$ cat src/rtl/note_select.sv
// note_select: debounces seven raw note switches and publishes a registered,
// priority-encoded (lowest index wins) one-hot note selection.
//
// Ports
//   clk         : system clock, all logic on the rising edge
//   reset       : synchronous, active-high reset
//   switches[6:0]: raw asynchronous switches, bit0=C4 ... bit6=B4
//   notes[6:0]  : debounced one-hot selection (lowest set switch only)
//   note_idx    : index 0-6 of the selected note, 7 when none
//   note_valid  : high when notes is non-zero
//   note_change : one-cycle pulse in the cycle notes takes a new value
//
// Parameters
//   DEBOUNCE_CYCLES : consecutive disagreeing cycles needed to accept a change
//   CNT_W           : per-switch debounce counter width
//
// Build option
//   NOTE_SUSTAIN_EN : when defined, releasing every switch keeps the last
//                     selection on notes/note_idx/note_valid with no pulse.

// Per-switch synchronizer plus debounce counter.
module note_debounce #(
  parameter int DEBOUNCE_CYCLES = 250000,
  parameter int CNT_W           = 18
) (
  input  logic clk,
  input  logic reset,
  input  logic raw,
  output logic deb
);
  localparam logic [CNT_W-1:0] LAST = CNT_W'(DEBOUNCE_CYCLES - 1);

  logic [1:0]       sync;
  logic [CNT_W-1:0] cnt;

  always_ff @(posedge clk) begin
    if (reset) begin
      sync <= '0;
      cnt  <= '0;
      deb  <= 1'b0;
    end else begin
      sync <= {sync[0], raw};
      if (sync[1] == deb) begin
        cnt <= '0;
      end else if (cnt == LAST) begin
        // DEBOUNCE_CYCLES consecutive disagreements (counts 0..LAST): accept
        deb <= sync[1];
        cnt <= '0;
      end else begin
        cnt <= cnt + 1'b1;
      end
    end
  end
endmodule

module note_select #(
  parameter int DEBOUNCE_CYCLES = 250000,
  parameter int CNT_W           = 18
) (
  input  logic       clk,
  input  logic       reset,
  input  logic [6:0] switches,
  output logic [6:0] notes,
  output logic [2:0] note_idx,
  output logic       note_valid,
  output logic       note_change
);
  localparam int NUM_SW = 7;

  // The counter must reach DEBOUNCE_CYCLES-1 without wrapping.
  generate
    if (DEBOUNCE_CYCLES < 2 || (longint'(DEBOUNCE_CYCLES) >> CNT_W) != 0) begin : gBadParam
      $error("note_select: DEBOUNCE_CYCLES must be >= 2 and < 2**CNT_W");
    end
  endgenerate

  logic [NUM_SW-1:0] deb;

  generate
    for (genvar i = 0; i < NUM_SW; i++) begin : gLane
      note_debounce #(
        .DEBOUNCE_CYCLES(DEBOUNCE_CYCLES),
        .CNT_W          (CNT_W)
      ) uDeb (
        .clk  (clk),
        .reset(reset),
        .raw  (switches[i]),
        .deb  (deb[i])
      );
    end
  endgenerate

  // Lowest-index debounced bit wins; scanning downward lets it overwrite.
  logic [NUM_SW-1:0] nextNotes;
  logic [2:0]        nextIdx;

  always_comb begin
    nextNotes = '0;
    nextIdx   = 3'd7;
    for (int i = NUM_SW - 1; i >= 0; i--) begin
      if (deb[i]) begin
        nextNotes    = '0;
        nextNotes[i] = 1'b1;
        nextIdx      = 3'(i);
      end
    end
  end

  // Outputs register together so idx/valid always match notes; the change
  // pulse compares against the value notes is about to leave.
  always_ff @(posedge clk) begin
    if (reset) begin
      notes       <= '0;
      note_idx    <= 3'd7;
      note_valid  <= 1'b0;
      note_change <= 1'b0;
    end else begin
`ifdef NOTE_SUSTAIN_EN
      if (deb != '0) begin
        notes      <= nextNotes;
        note_idx   <= nextIdx;
        note_valid <= 1'b1;
      end
      note_change <= (deb != '0) && (nextNotes != notes);
`else
      notes       <= nextNotes;
      note_idx    <= nextIdx;
      note_valid  <= (deb != '0);
      note_change <= (nextNotes != notes);
`endif
    end
  end
endmodule

$ cat config.mk
export PLATFORM = sky130hd
export DESIGN_NAME = note_select
export DESIGN_NICKNAME = d
export VERILOG_FILES = /design/src/rtl/note_select.sv
export SDC_FILE = /design/constraint.sdc
export NUM_CORES = 1
export LEC_CHECK = 0
export CAP_MARGIN = 20
export CORE_MARGIN = 2
export CORE_UTILIZATION = 55
export CTS_CLUSTER_SIZE = 24
export DETAILED_ROUTE_END_ITERATION = 12
export GPL_TIMING_DRIVEN = 0
export PLACE_DENSITY = 0.75
export SLEW_MARGIN = 20
export SYNTH_ARGS = -nofsm -noshare
export SYNTH_HDL_FRONTEND = slang
export SYNTH_HIERARCHICAL = 1
export SYNTH_SLANG_ARGS = --single-unit
$ cat constraint.sdc
create_clock -name clk -period 1.6 [get_ports clk]
set_input_delay 0.16 -clock clk [delete_from_list [all_inputs] [get_ports clk]]
set_output_delay 0.16 -clock clk [all_outputs]
set_load 0.01 [all_outputs]
# Word-level counts from Yosys, hierarchy flattened
# Cells that the tools add are included.
# op_classes
addsub	7
bitwise	7
reduce_logical	15
muxes	14
eq_ne	15
# op_table
operator	n
18-bit by 1-bit adder with 18-bit output, second input constant	7
18-bit equality test, second input constant	7
7-bit two-way mux	7
3-bit OR reduction	7
3-bit two-way mux	6
2-bit AND reduction	7
1-bit equality test	7
7-bit inequality test	1
1-bit NOT	7
7-bit nonzero test	1
1-bit two-way mux	1
# word_totals
reg_bits	159
word_cells	83
output_inout_bits	12
inputBits	9

# Longest topological paths before layout
# Gate-level depths: netlist of the first run.
# logic_depth
ltp_word	8
depth_mapped	6
depth_no_buf	5

# Hierarchy
# Netlist of the first run, hierarchy kept.
# modules_own_cells
mod	instances	seq_area_each_um2	cells_per_inst	area_each_um2
note_debounce	7	420.4	104	914.6
note_select	1	240.2	58	561.8

# Worst setup path before layout of the first run
# Ideal clock, no wire load.
# synth_timing
kind	reg2reg
startpoint	register gLane[3].uDeb.cnt[0]
endpoint	register gLane[3].uDeb.cnt[14]
path_buffers	0
t_required_ns	1.530
arrival_ns	1.736
setup_slack_ns	-0.206
setup_time_ns	0.070
stages_incl_launch_ff	6
synth_period_minus_slack_ns	1.806
cell_sequence	dfxtp_1 ha_1 nand3_1 or3_1 or4_2 a21oi_1
# synth_via
elab_chain_cells	2
word_cells_on_any_way	3
classes_between	1 x add/sub; 1 x eq/ne; 1 x reduce/logical
# synth_lines
element	line_no	source
from (decl)	34	logic [CNT_W-1:0] cnt;
from (signal assigned)	50	cnt <= cnt + 1'b1;
parallel branches: the longest is 2 deep, another holds 18-bit by 1-bit adder with 18-bit output	--	
# Parallel ways; which one is timed is not known.
# A chain may end at the register's enable or synchronous reset.

# Final worst setup path of the first run
# layout_timing
startpoint	register gLane[6].uDeb.cnt[10]
endpoint	register gLane[6].uDeb.cnt[17]
# layout_via
elab_chain_cells	2
word_cells_on_any_way	3
classes_between	1 x add/sub; 1 x eq/ne; 1 x reduce/logical
# layout_lines
element	line_no
from (decl)	34
from (signal assigned)	50
parallel branches: the longest is 2 deep, another holds 18-bit by 1-bit adder with 18-bit output	--
# Parallel ways; which one is timed is not known.

==> results_dict.tcl, run 1 <==
set metrics [dict create \
    clockRootBuffer "clkbuf_16" \
    outcome "finished with violations" \
    syn_to_final_growth_pct 46.9 \
    synth_cell_types 40 \
    ios 21 \
    clock_skew_ps 12.0 \
    antenna_cells 0 \
    hp-class "in -> reg" \
    power_density_nw_per_um2 822 \
    period_share_pct 108 \
    cts_htree_levels 4 \
    grt_overflow 0 \
    ys_ff_latch 159 \
    crit_slowest_cell "or4_4" \
    numPortBuffers 20 \
    switching_share_pct 20.2 \
    grt_max_degree 37 \
    gp_congestion 0.849 \
    cp_top_family "simple AND/OR/NAND/NOR gates" \
    wl_um 19800 \
    vias 6584 \
    synth_fp_nets 802 \
    vdd_drop_max_mv 0.839 \
    die_h_um 117 \
    setup_slack_ps -131 \
    nNetsFinal 959 \
    fin_area_um2 10200 \
    cts.clk_slew.worst_paths_ps 60 \
    dr.pass1.iters 8 \
    grt_pass1_wl_um 26800 \
    coreArea_um2 12500 \
    crit_required_ps 1960 \
    regArea_um2 3440 \
    drc 0 \
    grtUsageTotal_pct 24.7 \
    die_w_um 117 \
    power_switching_mw 1.70 \
    final_antenna_net_count 0 \
    drive_above_1_share_pct 42.7 \
    viasPerCell 5.84 \
    fp.dieArea_um2 13600 \
    max_cap_viol_count 0 \
    cp-end-kind "flop" \
    slowest_delay_ps 570 \
    path_class "reg -> reg" \
    avgSynthCellArea_um2 8.86 \
    leakagePower_nw 3.12 \
    violations "negative setup slack" \
    max_freq_ghz 0.578 \
    cp-start-kind "flop" \
    clock_path_buffers 2 \
    p_clk_share_pct 52.0 \
    slew_violations 0 \
    seqPwrFrac_pct 46.3 \
    post_drt_wl_per_cell_um 17.6 \
    cts_tree "yes" \
    initial_core_util_pct 55.9 \
    syn_area_um2 6960 \
    clkLatencyLatePin_ps 430 \
    grt_pass1_vias 5839 \
    multiInputGateArea_um2 4580 \
    hold_viol_final 0 \
    comb_power_share_pct 1.7 \
    fp-row-count 41 \
    finalPower_mw 8.41 \
    final.fill_count 699 \
    yosysSeqAreaShare_pct 45.7 \
    drtIter0Drc 516 \
    antenna_found_initial 0 \
    placed_area_um2 7750 \
    rsz0062_at_grt "true" \
    yosysWarnings 6 \
    path_buf_inv 0 \
    cp_max_fo 4 \
    cts_buffers 17 \
    power.internal_mw 6.72 \
    dp.final_hpwl_um 9420 \
    worstMarginPinSlew_ps 768 \
    fin_crit_ps 1730 \
    path_cells "nand3_4, or4_4, or4_1, a21oi_1" \
    finalSetupViolCount 40 \
    cts.sinks 159 \
    synthCells 786 \
    arrival_ps 2090 \
    relSlewSlack_pct 48.8 \
]
worst register-to-register path: cells and delay by family, from the launching register on:
| kind | cells | cell delay (ps) |
|---|---|---|
| AO/OA/AOI/OAI | 1 | 150 |
| flip-flops | 1 | 360 |
| AND/OR/NAND/NOR | 3 | 1160 |
synth_stat cells, drive strengths merged:
master | count | area [µm²]
a21oi | 38 | 194
a221oi | 1 | 8.76
a2bb2oi | 1 | 8.76
a31oi | 1 | 6.26
and3 | 8 | 50.1
buf | 3 | 30.0
clkbuf | 8 | 40.0
dfxtp | 159 | 3180
ha | 7 | 87.6
inv | 30 | 113
nand2 | 53 | 199
nand3 | 51 | 290
nand3b | 2 | 15.0
nand4 | 14 | 87.6
nand4b | 1 | 8.76
nor2 | 116 | 435
nor2b | 16 | 100
nor3 | 32 | 160
nor3b | 1 | 7.51
nor4 | 30 | 203
nor4b | 16 | 140
nor4bb | 7 | 70.1
o211ai | 1 | 7.51
o21ai | 29 | 171
o21bai | 1 | 7.51
o31ai | 16 | 120
or2b | 1 | 8.76
or3 | 28 | 193
or4 | 22 | 204
xnor2 | 85 | 744
xor2 | 8 | 70.1
cells in the final DEF, fill, tap and decap left out, types with 21 or more instances in the layout:
| master | n |
|---|---|
| a21oi_2 | 25 |
| dfxtp_4 | 58 |
| nor3_1 | 32 |
| nand2_1 | 45 |
| xnor2_1 | 85 |
| or3_4 | 22 |
| inv_1 | 30 |
| buf_4 | 118 |
| clkbuf_16 | 21 |
| nor2_1 | 116 |
| dfxtp_1 | 67 |
| nand3_4 | 21 |
| dfxtp_2 | 34 |
| nor4_1 | 26 |
logic make-up (layout without fill, tap and decap cells):
logic type	Yosys count	count (layout)	share of synthesized area [%]
buffers and inverters	41	211	2.62
XOR/XNOR	93	93	11.7
AO/OA/AOI/OAI	88	88	7.53
AND/OR/NAND/NOR	398	398	31.2
adder cells (fa/ha/maj)	7	7	1.26
flip-flops	159	159	45.7
routing by layer:
metal | up-vias | wire (µm) | GRT usage [%]
li1 | 3107 | - | -
met1 | 3282 | 7970 | 28.5
met2 | 149 | 10600 | 44.4
met3 | 46 | 708 | 5.97
met4 | 0 | 514 | 9.13
met5 | - | 0 | 0
state kept, by name (all words and copies together) (netlist names):
| signal | count |
|---|---|
| note_idx | 3 |
| gLane.uDeb/sync | 14 |
| gLane.uDeb/deb | 7 |
| gLane.uDeb/cnt | 126 |
| notes | 7 |
| note_change | 1 |
| note_valid | 1 |
final timing paths:
kind                                          from  slack (ps)                          endpoint  depth (start not counted)
hold reg to reg    gLane[1].uDeb/cnt[0]$_SDFF_PP0_         450   gLane[1].uDeb/cnt[0]$_SDFF_PP0_                          1
setup reg to reg  gLane[6].uDeb/cnt[10]$_SDFF_PP0_        -130  gLane[6].uDeb/cnt[17]$_SDFF_PP0_                          4
hold / removal                         switches[2]         290  gLane[2].uDeb/sync[0]$_SDFF_PP0_                          2
setup / recovery  gLane[6].uDeb/cnt[10]$_SDFF_PP0_        -130  gLane[6].uDeb/cnt[17]$_SDFF_PP0_                          4
cell type report:
class | instances | share of cell area (%)
clock inverter | 9 | 1.21
inverter | 30 | 1.10
multi-input combinational | 586 | 44.8
clock buffer | 23 | 5.10
buffer | 11 | 1.01
sequential | 159 | 33.6
timing repair buffer | 138 | 11.0
tap | 172 | 2.10
power by group through the flow:
| stage | Combinational (mW) | Clock [mW] | Sequential, mW |
|---|---|---|---|
| after global placement | 0.0984 | 0 | 4.06 |
| after floorplan | 0.0543 | 0 | 4.06 |
| after detailed placement | 0.101 | 0 | 4.06 |
| after CTS | 0.123 | 4.40 | 3.93 |
| after global routing | 0.152 | 4.59 | 3.90 |
| final | 0.142 | 4.37 | 3.90 |
timing repair:
action	in CTS	in global routing
setup endpoints to repair	97	119
setup buffers	57	60
pin swaps	36	60
cloned	0	1
hold buffers	0	0
endpoints found under the hold margin	0	0
resized for setup	117	112
stage by stage:
stage	setup TNS [ps]	hold slack [ps]	worst slack, ps	cells	utilization [%]
finish	-1420	291	-131	1128	82.1
global route	-4770	285	-190	1128	82.1
CTS	-668	278	-98.8	1067	74.3
detailed placement	-21660	423	-317	978	62.2
global placement	-100820	424	-934	978	62.2
floorplan	-70.0	229	-10.0	786	-
No activity file was read; power rests on OpenSTA's default activity.
==> run 2: changes to the inputs <==
- CAP_MARGIN: 20 -> not set
- CORE_ASPECT_RATIO: not set -> 1.25
==> results_dict.tcl, run 2 (same netlist as run 1, synthesis figures left out) <==
set metrics [dict create \
    outcome "finished with violations" \
    violations "negative setup slack" \
    final_cell_mix "116 x nor2_1, 105 x buf_4, 85 x xnor2_1, 66 x dfxtp_1, 53 x dfxtp_4" \
    power_density_nw_per_um2 811 \
    switching_share_pct 19.9 \
    clkLatencyLatePin_ps 420 \
    grtUsageTotal_pct 24.6 \
    clockRootBuffer "clkbuf_16" \
    relSlewSlack_pct 55.8 \
    final_antenna_net_count 0 \
    setup_slack_ps -102 \
    antenna_found_initial 0 \
    pre_cts_ws_ps -395 \
    wl_um 17700 \
    cts_buffers 17 \
    dp.final_hpwl_um 9720 \
    fp.dieArea_um2 13600 \
    drtIter0Drc 329 \
    top_regs "gLane.uDeb/cnt: 126 flops, gLane.uDeb/sync: 14 flops" \
    min_from "reset" \
    met1Wirelength_um 7230 \
    r2r_slack_ps -100 \
    final.fill_count 739 \
    cts.clk_slew.worst_paths_ps 60 \
    drive_above_1_share_pct 40.8 \
    finalSetupTns_ps -800 \
    max_cap_viol_count 0 \
    crit_slowest_cell "or4_4" \
    slew_violations 0 \
    cp.depth 4 \
    top_layer "met4" \
    grt_pass1_vias 6068 \
    crit_required_ps 1950 \
    largest_reg_flops 126 \
    cts.sinks 159 \
    cts_htree_levels 4 \
    hold_viol_final 0 \
    clock_path_buffers 2 \
    slowest_delay_ps 540 \
    finalPower_mw 8.06 \
    grt_overflow 0 \
    numPortBuffers 20 \
    hold_depth 2 \
    power.internal_mw 6.45 \
    regArea_um2 3430 \
    gp_congestion 0.828 \
    coreArea_um2 12300 \
    path_buf_inv 0 \
    ios 21 \
    max_freq_ghz 0.587 \
    grt_max_degree 37 \
    seqPwrFrac_pct 48.5 \
    comb_power_share_pct 1.7 \
    dr_wl_met3_um 570 \
    nNetsFinal 945 \
    die_h_um 130 \
    viasPerCell 5.69 \
    largest-register "gLane.uDeb/cnt" \
    cp-end-kind "flop" \
    path_cells "nand3_4, or4_4, or4_1, a21oi_1" \
    wl_met2_um 9310 \
    drc 0 \
    dp.cells 970 \
    syn_to_final_growth_pct 42.6 \
    multiInputGateArea_um2 4500 \
    hold_end "gLane[2].uDeb/sync[1]$_SDFF_PP0_" \
    vias 6289 \
    leakagePower_nw 2.95 \
    antenna_cells 0 \
    initial_core_util_pct 56.7 \
    post_drt_wl_per_cell_um 16.0 \
    final_common_cell "nor2_1" \
    p_clk_share_pct 49.9 \
    dr.pass1.iters 5 \
    vdd_drop_max_mv 0.585 \
    fin_crit_ps 1700 \
    timing.rr.start "gLane[6].uDeb/cnt[11]$_SDFF_PP0_" \
    r2r_cells 4 \
    die_w_um 105 \
    arrival_ps 2050 \
    worstMarginPinSlew_ps 664 \
    cts_tree "yes" \
    cp-start-kind "flop" \
    finalNonFillerCells 1105 \
    clock_skew_ps 7.26 \
    path_class "reg -> reg" \
    fp-row-count 45 \
    grt_pass1_wl_um 27300 \
    period_share_pct 106 \
    power_switching_mw 1.60 \
    cp_max_fo 4 \
    rsz0062_at_grt "true" \
    hp-class "in -> reg" \
    cp_top_family "simple AND/OR/NAND/NOR gates" \
    r2r_end "gLane[6].uDeb/cnt[17]$_SDFF_PP0_" \
    finalSetupViolCount 18 \
]
## run 2: cell types whose count changed in the layout (fill, tap and decap cells not counted), moves of 3 or more
cell	delta
dfxtp_4	-5
nand3_4	-3
buf_4	-13
clkbuf_16	-3
nand3_1	+5
dfxtp_2	+6
## run 2: layout make-up
type                    instances  share of cell area [%]
multi-input cells             586                    45.3
clock buffers                  25                    5.10
flip-flops and latches        159                    34.6
inverters                      30                    1.13
plain buffers                  11                    1.06
clock inverters                 6                   0.819
well taps                     164                    2.07
repair buffers                124                    9.99
## run 2: worst max-delay path by stage
stage | from | slack (ps) | to
after global placement | reset | -840 | gLane[3].uDeb/cnt[10]$_SDFF_PP0_
final | gLane[6].uDeb/cnt[11]$_SDFF_PP0_ | -100 | gLane[6].uDeb/cnt[17]$_SDFF_PP0_
after floorplan | gLane[3].uDeb/cnt[4]$_SDFF_PP0_ | -10 | gLane[3].uDeb/cnt[17]$_SDFF_PP0_
after detailed placement | gLane[4].uDeb/cnt[13]$_SDFF_PP0_ | -390 | gLane[4].uDeb/cnt[9]$_SDFF_PP0_
after global routing | gLane[6].uDeb/cnt[2]$_SDFF_PP0_ | -180 | gLane[6].uDeb/cnt[17]$_SDFF_PP0_
after CTS | gLane[4].uDeb/cnt[9]$_SDFF_PP0_ | -110 | gLane[4].uDeb/cnt[17]$_SDFF_PP0_
## run 2: metal layers
| metal | vias up | GRT usage, % |
|---|---|---|
| met3 | 56 | 5.09 |
| met5 | - | 0 |
| met2 | 137 | 45.4 |
| met1 | 3012 | 26.6 |
| li1 | 3084 | - |
| met4 | 0 | 13.4 |
## run 2: per-stage QoR
stage / util, % / hold slack, ps / instance area [µm²]
after global placement: 63.1 / 417 / 7750
after CTS: 75.1 / 251 / 9220
final: 80.9 / 264 / 9930
after detailed placement: 63.1 / 429 / 7740
after global routing: 80.9 / 299 / 9930
after floorplan: - / 229 / 7340
## run 2: power groups by stage
stage	registers (mW)	logic [mW]	clock network (mW)
3_3_place_gp	4.06	0.0987	0
6_report	3.91	0.135	4.02
5_1_grt	3.91	0.148	4.26
2_1_floorplan	4.06	0.0543	0
4_1_cts	3.93	0.127	4.07
3_5_place_dp	4.06	0.101	0
## run 2: repair_timing
| action | CTS | global route |
|---|---|---|
| hold buffers | 0 | 0 |
| endpoints found under the hold margin | 0 | 0 |
| endpoints found under the setup margin | 97 | 126 |
| pin swaps | 35 | 65 |
| buffers inserted | 58 | 47 |
| gates resized for setup | 123 | 87 |
